`src/rtl/decoder_rr_arbiter.sv`:
```
// Four-requester round-robin arbiter with encoded (address/enable) and one-hot grant outputs.
// A hold counter bounds ownership under contention; every output is registered.
module decoder_rr_arbiter #(
  parameter int MAX_HOLD = 4,
  parameter int CW       = 4
) (
  input  logic       clk,
  input  logic       reset_n,
  input  logic [3:0] req,
  output logic       enable,
  output logic [1:0] address,
  output logic [3:0] grant,
  output logic       busy
);

  if (MAX_HOLD < 1 || MAX_HOLD > 15 || (1 << CW) <= MAX_HOLD) begin : g_bad_param
    $error("decoder_rr_arbiter: MAX_HOLD must be 1..15 and fit in CW bits");
  end

  typedef enum logic [0:0] {IDLE = 1'b0, GRANT = 1'b1} state_t;

  localparam logic [CW-1:0] HOLD_LIMIT = CW'(MAX_HOLD);
  localparam logic [CW-1:0] ONE        = CW'(1);

  state_t        state;
  logic [CW-1:0] count;
  logic [1:0]    ptr;

  logic [3:0]    others;
  logic [1:0]    win_idle;
  logic [1:0]    win_other;

  // First asserted line at or after (from+1), wrapping; 'from' itself is visited last.
  function automatic logic [1:0] rr_pick(input logic [3:0] r, input logic [1:0] from);
    logic [1:0] idx;
    logic [1:0] pick;
    logic       found;
    pick  = from;
    found = 1'b0;
    for (int k = 1; k <= 4; k++) begin
      idx = from + 2'(k);
      if (!found && r[idx]) begin
        pick  = idx;
        found = 1'b1;
      end
    end
    return pick;
  endfunction

  function automatic logic [3:0] onehot(input logic [1:0] a);
    return 4'b0001 << a;
  endfunction

  always_comb begin
    others    = req & ~onehot(address);
    win_idle  = rr_pick(req, ptr);
    win_other = rr_pick(others, address);
  end

  always_ff @(posedge clk or negedge reset_n) begin
    if (!reset_n) begin
      state   <= IDLE;
      count   <= '0;
      ptr     <= 2'd3;
      enable  <= 1'b0;
      busy    <= 1'b0;
      address <= 2'd0;
      grant   <= 4'b0000;
    end else begin
      unique case (state)
        IDLE: begin
          if (|req) begin
            state   <= GRANT;
            address <= win_idle;
            ptr     <= win_idle;
            grant   <= onehot(win_idle);
            enable  <= 1'b1;
            busy    <= 1'b1;
            count   <= ONE;
          end
        end
        GRANT: begin
          if (!req[address] || count == HOLD_LIMIT) begin
            if (|others) begin
              // Same-edge handover: the owner is searched last, so it drops to lowest priority.
              address <= win_other;
              ptr     <= win_other;
              grant   <= onehot(win_other);
              count   <= ONE;
            end else if (!req[address]) begin
              state  <= IDLE;
              enable <= 1'b0;
              busy   <= 1'b0;
              grant  <= 4'b0000;
              count  <= '0;
            end else begin
              count <= ONE;
            end
          end else begin
            count <= count + ONE;
          end
        end
        default: begin
          state <= IDLE;
        end
      endcase
    end
  end

endmodule
```
`config.mk`:
```
export PLATFORM = sky130hd
export DESIGN_NAME = decoder_rr_arbiter
export DESIGN_NICKNAME = d
export VERILOG_FILES = /design/src/rtl/decoder_rr_arbiter.sv
export SDC_FILE = /design/constraint.sdc
export NUM_CORES = 1
export LEC_CHECK = 0
export ABC_AREA = 1
export CELL_PAD_IN_SITES_DETAIL_PLACEMENT = 0
export CELL_PAD_IN_SITES_GLOBAL_PLACEMENT = 1
export CORE_MARGIN = 10
export CORE_UTILIZATION = 37
export DETAILED_ROUTE_END_ITERATION = 6
export PLACE_DENSITY_LB_ADDON = 0.1
export SLEW_MARGIN = 20
export SYNTH_ARGS = -nofsm -noshare
export SYNTH_HDL_FRONTEND = slang
export SYNTH_SLANG_ARGS = --single-unit
export TNS_END_PERCENT = 20
```
`constraint.sdc`:
```
create_clock -name clk -period 1.85 [get_ports clk]
set_clock_uncertainty 0.15 [all_clocks]
set_input_delay 0.555 -clock clk [delete_from_list [all_inputs] [get_ports clk]]
set_output_delay 0.555 -clock clk [all_outputs]
set_load 0.02 [all_outputs]
```
* Word-level counts from Yosys, hierarchy flattened
Index checks and enable logic that the tools add are counted.
** Word-level totals
- Register bits after elaboration :: 14
- Bits in latches :: 0
- Memory bits (writable) :: 0
- Bits in read-only memories :: 0
- Output and inout port bits :: 8
- Memories kept :: 0
** Cells by class
- $add $sub $neg :: 7
- $mul :: 0
- Div/mod/pow operators :: 0
- Magnitude comparators :: 8
- Equal/unequal tests :: 7
- Shift operators :: 3
- Multiplexer cells :: 56
- Bitwise logic cells :: 3
- Reduce and logical (&&, ||, !) cells :: 19
** Operators by type and width (count)
- 1-bit two-way mux :: 25
- 2-bit by 3-bit less-than comparator with 1-bit output, second input constant :: 8
- 4-bit two-way mux :: 6
- 2-bit two-way mux :: 11
- 1-bit binary-select mux with 2-bit select :: 9
- 4-bit case mux with 2 select lines :: 2
- 1-bit by 2-bit left shift with 4-bit output, first input constant :: 3
- 2-bit adder, second input constant :: 4
- 4-bit OR reduction :: 2
- 1-bit logical NOT :: 7
- 1-bit logical AND :: 6
- 2-bit inequality test, second input constant :: 3
- 3-bit AND reduction :: 2
- 2-bit by 1-bit adder with 2-bit output, second input constant :: 2
- 4-bit by 1-bit adder with 4-bit output, second input constant :: 1
- 4-bit AND :: 1
- 4-bit by 3-bit == test with 1-bit output, second input constant :: 1
- 2-bit by 1-bit inequality test with 1-bit output, second input constant :: 2
- 4-bit NOT :: 1
- 1-bit case mux with 2 select lines :: 2
- 2-bit case mux with 2 select lines :: 1
- 4-bit AND reduction :: 1
- 3-bit by 2-bit inequality test with 1-bit output, second input constant :: 1
- 1-bit logical OR :: 1
- 1-bit NOT :: 1

* Longest topological paths before layout
Gate-level depths: netlist (run 1).
- Word-level depth :: 19
- Mapped depth :: 15
- Depth with buffers taken out :: 14

* Least setup slack after synthesis (run 1)
No wires, ideal clock.
- Path kind :: register to register
- Start point :: reg address[0]
- End point :: reg address[0]
- Library setup time :: 126 ps
- Data arrival time :: 1884 ps
- Data required time :: 1574 ps
- Slack :: -310 ps
- Stages on the path, launching flop included :: 14
- Buffers on the path :: 1
- Clock period less this slack :: 2160 ps
- Cells stage by stage :: dfrtp_1 -> buf_6 -> inv_6 -> ha_1 -> inv_1 -> nand3_2 -> nand2_2 -> nand2_1 -> nand2_1 -> nand2_2 -> nand2_2 -> nor2_2 -> o21ai_1 -> o21ai_1
** Between the ends
- Longest elaborated chain between the ends :: 18
** Ends and longest elaborated chain
- start, declared :: line 11 : output logic [1:0] address,
- start signal, assigned :: line 74 : address <= win_idle;
- start signal, assigned :: line 86 : address <= win_other;
- parallel branches: the longest is 18 deep, another holds 2-bit by 1-bit adder with 2-bit output
Several ways; the timed one is not identified. The select of a mux whose other input is x is not followed.
A chain may end at the register's enable or synchronous reset.

* Worst setup path in the final report (run 1)
- Start point :: reg address[0]
- End point :: reg grant[1]
** Between the ends
- Longest elaborated chain between the ends :: 19
** Ends and longest elaborated chain
- parallel branches: the longest is 19 deep, another holds 2-bit by 1-bit adder with 2-bit output
- end signal, assigned :: line 76 : grant <= onehot(win_idle);
- end signal, assigned :: line 88 : grant <= onehot(win_other);
- end, declared :: line 12 : output logic [3:0] grant,
Several ways; the timed one is not identified. The select of a mux whose other input is x is not followed.

==> flow_results.org, run 1 <==
** Critical path
- For the worst setup path, the data required time is approximately 1.9 ns.
- STA classifies the critical path startpoint as a register.
- The setup path with the least slack is of type register to register.
- For the worst flop-to-flop path, the logic depth is 15.
- Arrival time of data at the critical path endpoint :: between 1.5 and 2 ns
- STA classifies the critical path endpoint as a register.
- The worst register-to-register path has a setup slack of -0.11 ns.
- Crit Reg-Reg Startpoint :: address[0]
- Critical R2R Capture :: grant[1]
- In this run the worst path has a maximum fanout of 5.

** Routing
- The first detailed-routing pass ran for 4 iterations.
- After detailed routing, the number of remaining DRC violations is 0.
- Using the TritonRoute via totals, the vias-per-cell ratio works out to about 4.9.
- Routed wire length :: 4.08 mm
- Routed len/inst :: 13.4 um
- For this block, the initial DRC count from the detailed router was 79.
- Total vias in the final route :: roughly 1500
- In this run the remaining antenna-violating nets after routing total 0.

** Place
- In this run the tool buffered the top-level ports with 13 buffer cells.
- OpenSTA, run right after detailed placement, puts the worst setup slack at -0.610 ns.
- After legalization and detailed placement, the total HPWL measured 3.03 mm.
- Routability-driven placement finished with a final weighted congestion of between 0.8 and 0.9.
- Placed inst area :: ~1900 sq um

** Synth
- Dominant combinational cell family by area after synthesis :: simple AND/OR/NAND/NOR gates
- Net count after synthesis :: roughly 220
- Summing the areas of all compound-gate instances in the mapped netlist gives just over 8% of the synthesized area.
- Post-synthesis cell area :: 1440 sq um
- Post-synth EDFFs :: 0
- Counting flops and latches in the post-synthesis netlist gives 14.
- Summing the areas of all xor and xnor instances in the mapped netlist gives between 1 and 1.5% of the synthesized area.
- In the synthesized netlist the async set-or-reset flop fraction comes to 100%.
- Portion of the post-synthesis area used by sequential elements :: between 20% and 30%
- Simple-Gate Fraction of Synth Area :: between 50% and 60%
- After Yosys synthesis, full adders, half adders and majority gates account for approximately 5.2% of the synthesized area.
- Share of cell area taken by muxes after synthesis :: 0%
- Synthesized instance count :: a little over 200
- Most used DFF post-synth :: sky130_fd_sc_hd__dfrtp_1
- A synthesized cell averages around 7 sq um.
- Yosys printed 0 warnings.
- Number of distinct library cells after synthesis :: 31

** Run status
- Result of the run :: complete, but fails checks
- Failing checks :: setup timing

** Clocking
- The longest clock path from root to sink contains 2 buffers.
- The later pin in the worst-skew pair is clocked with a latency of approximately 0.25 ns.
- Cell chosen for the clock root :: sky130_fd_sc_hd__clkbuf_8
- Clock transition at path regs :: 0.06 ns
- CTS HTree Levels :: 1
- The clock net in this run drives a total of 14 sinks.
- CTS Hold Bufs :: 0
- CTS buffer count :: 3
- CTS tree :: yes

** Min path
- In this run the most critical hold path is launched from grant[0].
- Sink of the worst hold path :: grant[0]
- In this run the worst hold path is classified as register to register.
- Hold Path Depth :: 2

** Final layout
- Ratio of cells with drive above 1 in the final layout :: between 50% and 60%
- Leaving out fill and tap cells, the most frequent cell in the layout is sky130_fd_sc_hd__nand2_1.
- Final layout net count :: ~270
- ANT cells :: 0
- The library cells used most frequently in the layout, excluding fill and tap cells, are sky130_fd_sc_hd__nand2_1, sky130_fd_sc_hd__buf_4, sky130_fd_sc_hd__nand2_2.
- The filler cells instantiated in the layout total ~340.
- Relative to the synthesized area, the layout overhead comes to 57.7%.
- After routing the design area is 2270 sq um.

** Die
- From bottom edge to top edge, the die measures between 80 and 90 um.
- For this configuration, the core starts out at a cell density of around 39%.
- The floorplan step defined a core boundary enclosing ~3700 sq um.
- Die footprint :: ~6800 sq um
- I/O Pins :: 14
- The floorplan step set the die width to 82.4 um.
- Number of rows in the core area :: 22

** Timing
- Relative slew slack :: between 70% and 80%
- Static timing analysis puts the maximum clock frequency at between 0.5 and 0.6 GHz.
- In the post-route analysis, the smallest setup slack over all paths is -0.114 ns.
- The worst path in the final design needs a cycle of 1.96 ns, including I/O delays and setup.
- After layout, the worst path uses 106% of the clock period.
- Setup violations remaining at the end of the flow were counted as 9.
- The number of pins exceeding their max-slew limit in the final report is 0.
- Setup repair after global routing missed its margin :: true
- Actual slew at the worst max-slew pin :: 0.350 ns
- Number of failing hold endpoints at the final stage :: 0

** GRT
- Initial antenna violation count :: 0
- The via count of the first global-routing pass came to between 1000 and 1500.
- Pin count of the biggest net entering global routing :: 11
- In the global route stage, overall resource usage came out at ~12%.
- The first global-routing pass estimated between 6 and 7 mm of wire.
- Global-route congestion overflow total :: 0

** Job
- # Max-Cap Violations :: 0
per-layer routing:
metal  track usage (%)  vias up  part of all wire, %
met5                 0        -                    0
met4              3.57        0                  1.1
met3              2.81        5                  3.8
met2              20.8       26                   51
met1              15.4      684                   44
li1                  -      768                    -
how the worst max path moves through the flow:
| stage | cells after the start | startpoint | endpoint | slack [ns] |
|---|---|---|---|---|
| 2_1_floorplan | 12 | address[0] | address[0] | -0.06 |
| 4_1_cts | 13 | address[0] | address[0] | -0.13 |
| 5_1_grt | 14 | address[0] | grant[0] | -0.25 |
| 6_report | 15 | address[0] | grant[1] | -0.11 |
| 3_5_place_dp | 14 | req[2] | grant[2] | -0.61 |
| 3_3_place_gp | 10 | req[0] | grant[1] | -0.59 |
repair_timing:
| item | in CTS | in global routing |
|---|---|---|
| pin swaps | 17 | 26 |
| setup endpoints to repair | 22 | 11 |
| setup buffers | 6 | 3 |
| gates resized for setup | 42 | 53 |
cells by family (layout without fill, tap and decap cells):
kind of cell	Yosys count	after routing
AND/OR/NAND/NOR	137	137
buffers and inverters	30	80
AO/OA/AOI/OAI	17	17
flip-flops	14	14
adder cells (fa/ha/maj)	6	6
XOR/XNOR	2	2
layout make-up:
type	count	area (sq um)	share of cell area (%)
multi-input combinational	162	1250	55.2
timing repair buffer	51	432	19.0
sequential	14	355	15.7
inverter	25	114	5.02
tap	48	60.1	2.65
clock buffer	4	55.1	2.43
metrics by stage:
step | utilization (%) | std cells | setup TNS [ns] | hold WS [ns]
final | 61.0 | 304 | -0.761 | 0.350
after global routing | 61.0 | 304 | -1.83 | 0.386
after CTS | 55.3 | 301 | -0.808 | 0.356
after detailed placement | 50.1 | 291 | -7.07 | 0.347
after global placement | 50.1 | 291 | -6.78 | 0.342
after floorplan | - | 206 | -0.366 | 0.109
Yosys cell counts, types with 2 or more instances:
| master | n | share of area (%) |
|---|---|---|
| sky130_fd_sc_hd__inv_1 | 18 | 4.7 |
| sky130_fd_sc_hd__nand3_1 | 23 | 8.0 |
| sky130_fd_sc_hd__buf_2 | 2 | 0.70 |
| sky130_fd_sc_hd__nor2_2 | 2 | 0.87 |
| sky130_fd_sc_hd__a21oi_1 | 3 | 1.0 |
| sky130_fd_sc_hd__dfrtp_1 | 12 | 21 |
| sky130_fd_sc_hd__o21ai_0 | 4 | 1.4 |
| sky130_fd_sc_hd__o21ai_1 | 4 | 1.4 |
| sky130_fd_sc_hd__nand2_4 | 5 | 3.9 |
| sky130_fd_sc_hd__nand4_1 | 6 | 2.6 |
| sky130_fd_sc_hd__nor2_1 | 18 | 4.7 |
| sky130_fd_sc_hd__inv_2 | 6 | 1.6 |
| sky130_fd_sc_hd__o22ai_1 | 2 | 0.87 |
| sky130_fd_sc_hd__nand3_2 | 10 | 7.0 |
| sky130_fd_sc_hd__buf_6 | 2 | 1.6 |
| sky130_fd_sc_hd__nand2_2 | 17 | 7.4 |
| sky130_fd_sc_hd__ha_1 | 6 | 5.2 |
| sky130_fd_sc_hd__nand2_1 | 52 | 14 |
| sky130_fd_sc_hd__dfstp_2 | 2 | 3.7 |
state kept, by name, summed over array words and instances, names as in the netlist:
signal,flops
ptr,2
address,2
count,4
grant,4
state,1
busy,1
critical path, cell delays in order (launching register included):
cell,delay (ns)
sky130_fd_sc_hd__dfrtp_2,0.43
sky130_fd_sc_hd__buf_8,0.15
sky130_fd_sc_hd__inv_8,0.07
sky130_fd_sc_hd__ha_4,0.13
sky130_fd_sc_hd__inv_4,0.04
sky130_fd_sc_hd__nand3_4,0.09
sky130_fd_sc_hd__nand2_2,0.07
sky130_fd_sc_hd__buf_4,0.13
sky130_fd_sc_hd__nand2_1,0.08
sky130_fd_sc_hd__nand2_2,0.07
sky130_fd_sc_hd__nand2_1,0.08
sky130_fd_sc_hd__nand2_2,0.06
sky130_fd_sc_hd__nand2_2,0.08
sky130_fd_sc_hd__nor2_1,0.06
sky130_fd_sc_hd__nor2_1,0.11
sky130_fd_sc_hd__nor2_1,0.05
Power of run 1 is not shown: default switching activity piles up to over one toggle a cycle in this logic, so the estimate is an artifact.
==> run 2: changes to the inputs <==
--- a/config.mk
+++ b/config.mk
@@ -8,7 +8,7 @@
 export ABC_AREA = 1
 export CELL_PAD_IN_SITES_DETAIL_PLACEMENT = 0
 export CELL_PAD_IN_SITES_GLOBAL_PLACEMENT = 1
-export CORE_MARGIN = 10
+export CORE_MARGIN = 8
 export CORE_UTILIZATION = 37
 export DETAILED_ROUTE_END_ITERATION = 6
 export PLACE_DENSITY_LB_ADDON = 0.1
==> run 2 against run 1 <==
The run still ends with setup timing left. Sequential cell count is the same. Non-clock buffer count decreased by 6. Die area fell by 9.5%. Register-to-register slack got worse by 0.02 ns. Via count down 0.34%. First-iteration DRC count fell by 37%. Routed wire length decreased by 4.7%. Global-route usage up 0.37 points. Hold slack gained 0.0035 ns. Sequential share of layout area grew 0.85 points. Critical path type unchanged.
==> flow_results.org, run 2 (synthesized netlist as in run 1, its figures left out) <==
** Final layout
- The total of fill cells in the finished design came to 378 (+10%).
- Leaving out fill and tap cells, the most frequent cell in the layout is sky130_fd_sc_hd__nand2_1.
- The fraction of layout cells with a size suffix above 1 was 54.8% (-1.4 points).
- The number of nets in the layout was 263 (-2.2%).
- The number of inserted diodes was 0 (unchanged).
- Non-filler cells in the finished layout :: 298 (-2.0%)
- Combined area of the multi-input logic cells :: 1200 sq um (-3.9%)
- The combined flip-flop and latch cell area came to 355 sq um (unchanged).
- Relative to the synthesized area, the layout overhead comes to 49.6%.
- Commonest cells after routing, fill and taps aside :: sky130_fd_sc_hd__nand2_1, sky130_fd_sc_hd__buf_4, sky130_fd_sc_hd__nand2_2
- Biggest registers after layout :: count x4, grant x4

** Min path
- The path class of the tightest hold or removal check is register to register.
- The worst hold path terminates at grant[1].
- Hold Path Depth :: 2 (unchanged)
- Startpoint of the lowest-slack hold path :: grant[1]

** GRT
- Pin count of the biggest net entering global routing :: 11 (unchanged)
- Global-route congestion overflow total :: 0 (unchanged)
- Overall track demand over capacity in global routing :: 12.8% (+0.37 points)
- Global-route wire length before repair :: 6.62 mm (-2.4%)
- The initial antenna violation count is 0 (unchanged).
- Vias in the first global route :: 1480 (+1.0%)

** Routing
- Number of optimization iterations in the first detailed-route pass :: 4 (unchanged)
- The routed wirelength normalized by instance count came to 13.0 um (-2.7%).
- Number of vias per cell after detailed routing :: 4.96 (+1.7%)
- Total vias in the final route :: 1478 (-0.34%)
- Remaining antenna violation count after routing :: 0 (unchanged)
- Routed wire length :: 3.89 mm (-4.7%)
- The first-iteration detailed-routing DRC count was 50 (-37%).
- DRC violations left :: 0 (unchanged)

** Die
- The width of the die is 78.4 um (-4.9%).
- The number of top-level pins is 14 (unchanged).
- The initial core utilization was 39.0% (+0.29 points).
- The core region area is 3690 sq um (-0.74%).
- Die footprint :: 6140 sq um (-9.5%)
- The row count was 22 (unchanged).
- The vertical extent of the die came to 78.4 um (-4.9%).

** Run status
- Result of the run :: complete, but fails checks
- Failing checks :: setup timing

** Clocking
- The tree is rooted in a sky130_fd_sc_hd__clkbuf_8.
- CTS tree :: yes
- CTS buffer count :: 3 (unchanged)
- The number of hold buffers added after CTS was 0 (unchanged).
- Clock network latency to the later pin of the worst-skew pair :: 0.24 ns (about the same)
- CTS HTree Levels :: 1 (unchanged)
- The count of clock tree sinks is 14 (unchanged).
- Clock transition at path regs :: 0.06 ns (about the same)
- The number of buffers on the longest clock path came to 2 (unchanged).

** Job
- # Max-Cap Violations :: 0 (unchanged)

** Critical path
- The endpoint required time on the critical path came to 1.88 ns (+0.03 ns).
- Crit Reg-Reg Startpoint :: address[0]
- The highest fanout seen on the critical path was 8 (+3).
- Class of the most critical setup path :: register to register
- Cells on worst reg2reg path :: 13 (-2)
- The worst path arrival time was 2.01 ns (+0.05 ns).
- The reg-to-reg setup timing slack came to -0.13 ns (-0.02 ns).
- STA classifies the critical path endpoint as a register.
- STA classifies the critical path startpoint as a register.
- Critical R2R Capture :: grant[2]

** Timing
- Maximum achievable frequency :: 0.504 GHz (-0.93%)
- The number of hold violations in the final report was 0 (unchanged).
- The final cycle utilization of the critical path came to 107% (+1.0 points).
- The number of setup violations in the final report is 8 (-1).
- The post-layout minimum cycle time was 1.98 ns (+0.0184 ns).
- Setup repair after global routing could not meet its margin everywhere.
- The number of pins exceeding their max-slew limit in the final report came to 0 (unchanged).
- The post-route worst setup slack is -0.132 ns (-0.0184 ns).
- The slew at the pin closest to its max-slew limit came to 0.298 ns (-0.0521 ns).
- Relative slew slack :: 80.1% (+3.5 points)

** Place
- The post-detailed-placement half-perimeter wirelength came to 3.03 mm (-0.19%).
- The number of cells in the design after placement came to 288 (-1.0%).
- Number of I/O port buffers :: 13 (unchanged)
- Final weighted congestion in routability-driven placement :: 0.823 (-0.97%)
run 2: worst max path at each step:
stage | from | end | slack (ns) | cells after the start
after floorplan | address[0] | address[0] | -0.06 | 12
after global placement | req[1] | grant[2] | -0.57 | 14
after detailed placement | req[0] | grant[2] | -0.63 | 14
after CTS | address[0] | address[0] | -0.14 | 14
after global routing | address[0] | grant[2] | -0.22 | 13
final | address[0] | grant[2] | -0.13 | 13
run 2: worst max-delay path: stages, from the launching register on:
cell and delay (ns):
sky130_fd_sc_hd__dfrtp_2 0.43, sky130_fd_sc_hd__buf_8 0.15, sky130_fd_sc_hd__ha_2 0.19, sky130_fd_sc_hd__inv_2 0.08, sky130_fd_sc_hd__nand3_4 0.09, sky130_fd_sc_hd__nand2_4 0.09, sky130_fd_sc_hd__nand2_2 0.06, sky130_fd_sc_hd__nand2_4 0.09
sky130_fd_sc_hd__nand4_2 0.13, sky130_fd_sc_hd__nand2_4 0.13, sky130_fd_sc_hd__nand2_2 0.07, sky130_fd_sc_hd__nor2_2 0.12, sky130_fd_sc_hd__nor2_1 0.05, sky130_fd_sc_hd__nor2_1 0.08
run 2: cell type report:
cell class	count	area share [%]
Clock buffer	4	2.56
Inverter	25	5.29
Multi-Input combinational cell	162	55.9
Sequential cell	14	16.5
Tap cell	48	2.79
Timing Repair Buffer	45	16.9
run 2: through the flow:
stage	instance area [sq um]	hold slack, ns	utilization, %	setup WS (ns)	setup TNS (ns)
4_1_cts	1920	0.362	52.1	-0.140	-1.14
3_3_place_gp	1840	0.343	49.9	-0.568	-6.76
6_report	2150	0.354	58.3	-0.132	-0.670
2_1_floorplan	1480	0.109	-	-0.0628	-0.366
5_1_grt	2150	0.392	58.3	-0.217	-1.57
3_5_place_dp	1840	0.352	49.9	-0.626	-7.32
run 2: layer usage:
layer | global-route usage [%] | vias to the layer above | part of all wire (%)
li1 | - | 760 | -
met1 | 15.9 | 699 | 47
met2 | 21.5 | 15 | 49
met3 | 2.73 | 4 | 2.8
met4 | 3.70 | 0 | 1.4
met5 | 0 | - | 0
run 2: what timing repair did:
item / in CTS / in global routing
buffers inserted: 2 / 4
endpoints found under the setup margin: 22 / 11
gates resized for setup: 23 / 62
pin swaps: 7 / 22
Power of run 2 is left out for the same reason.
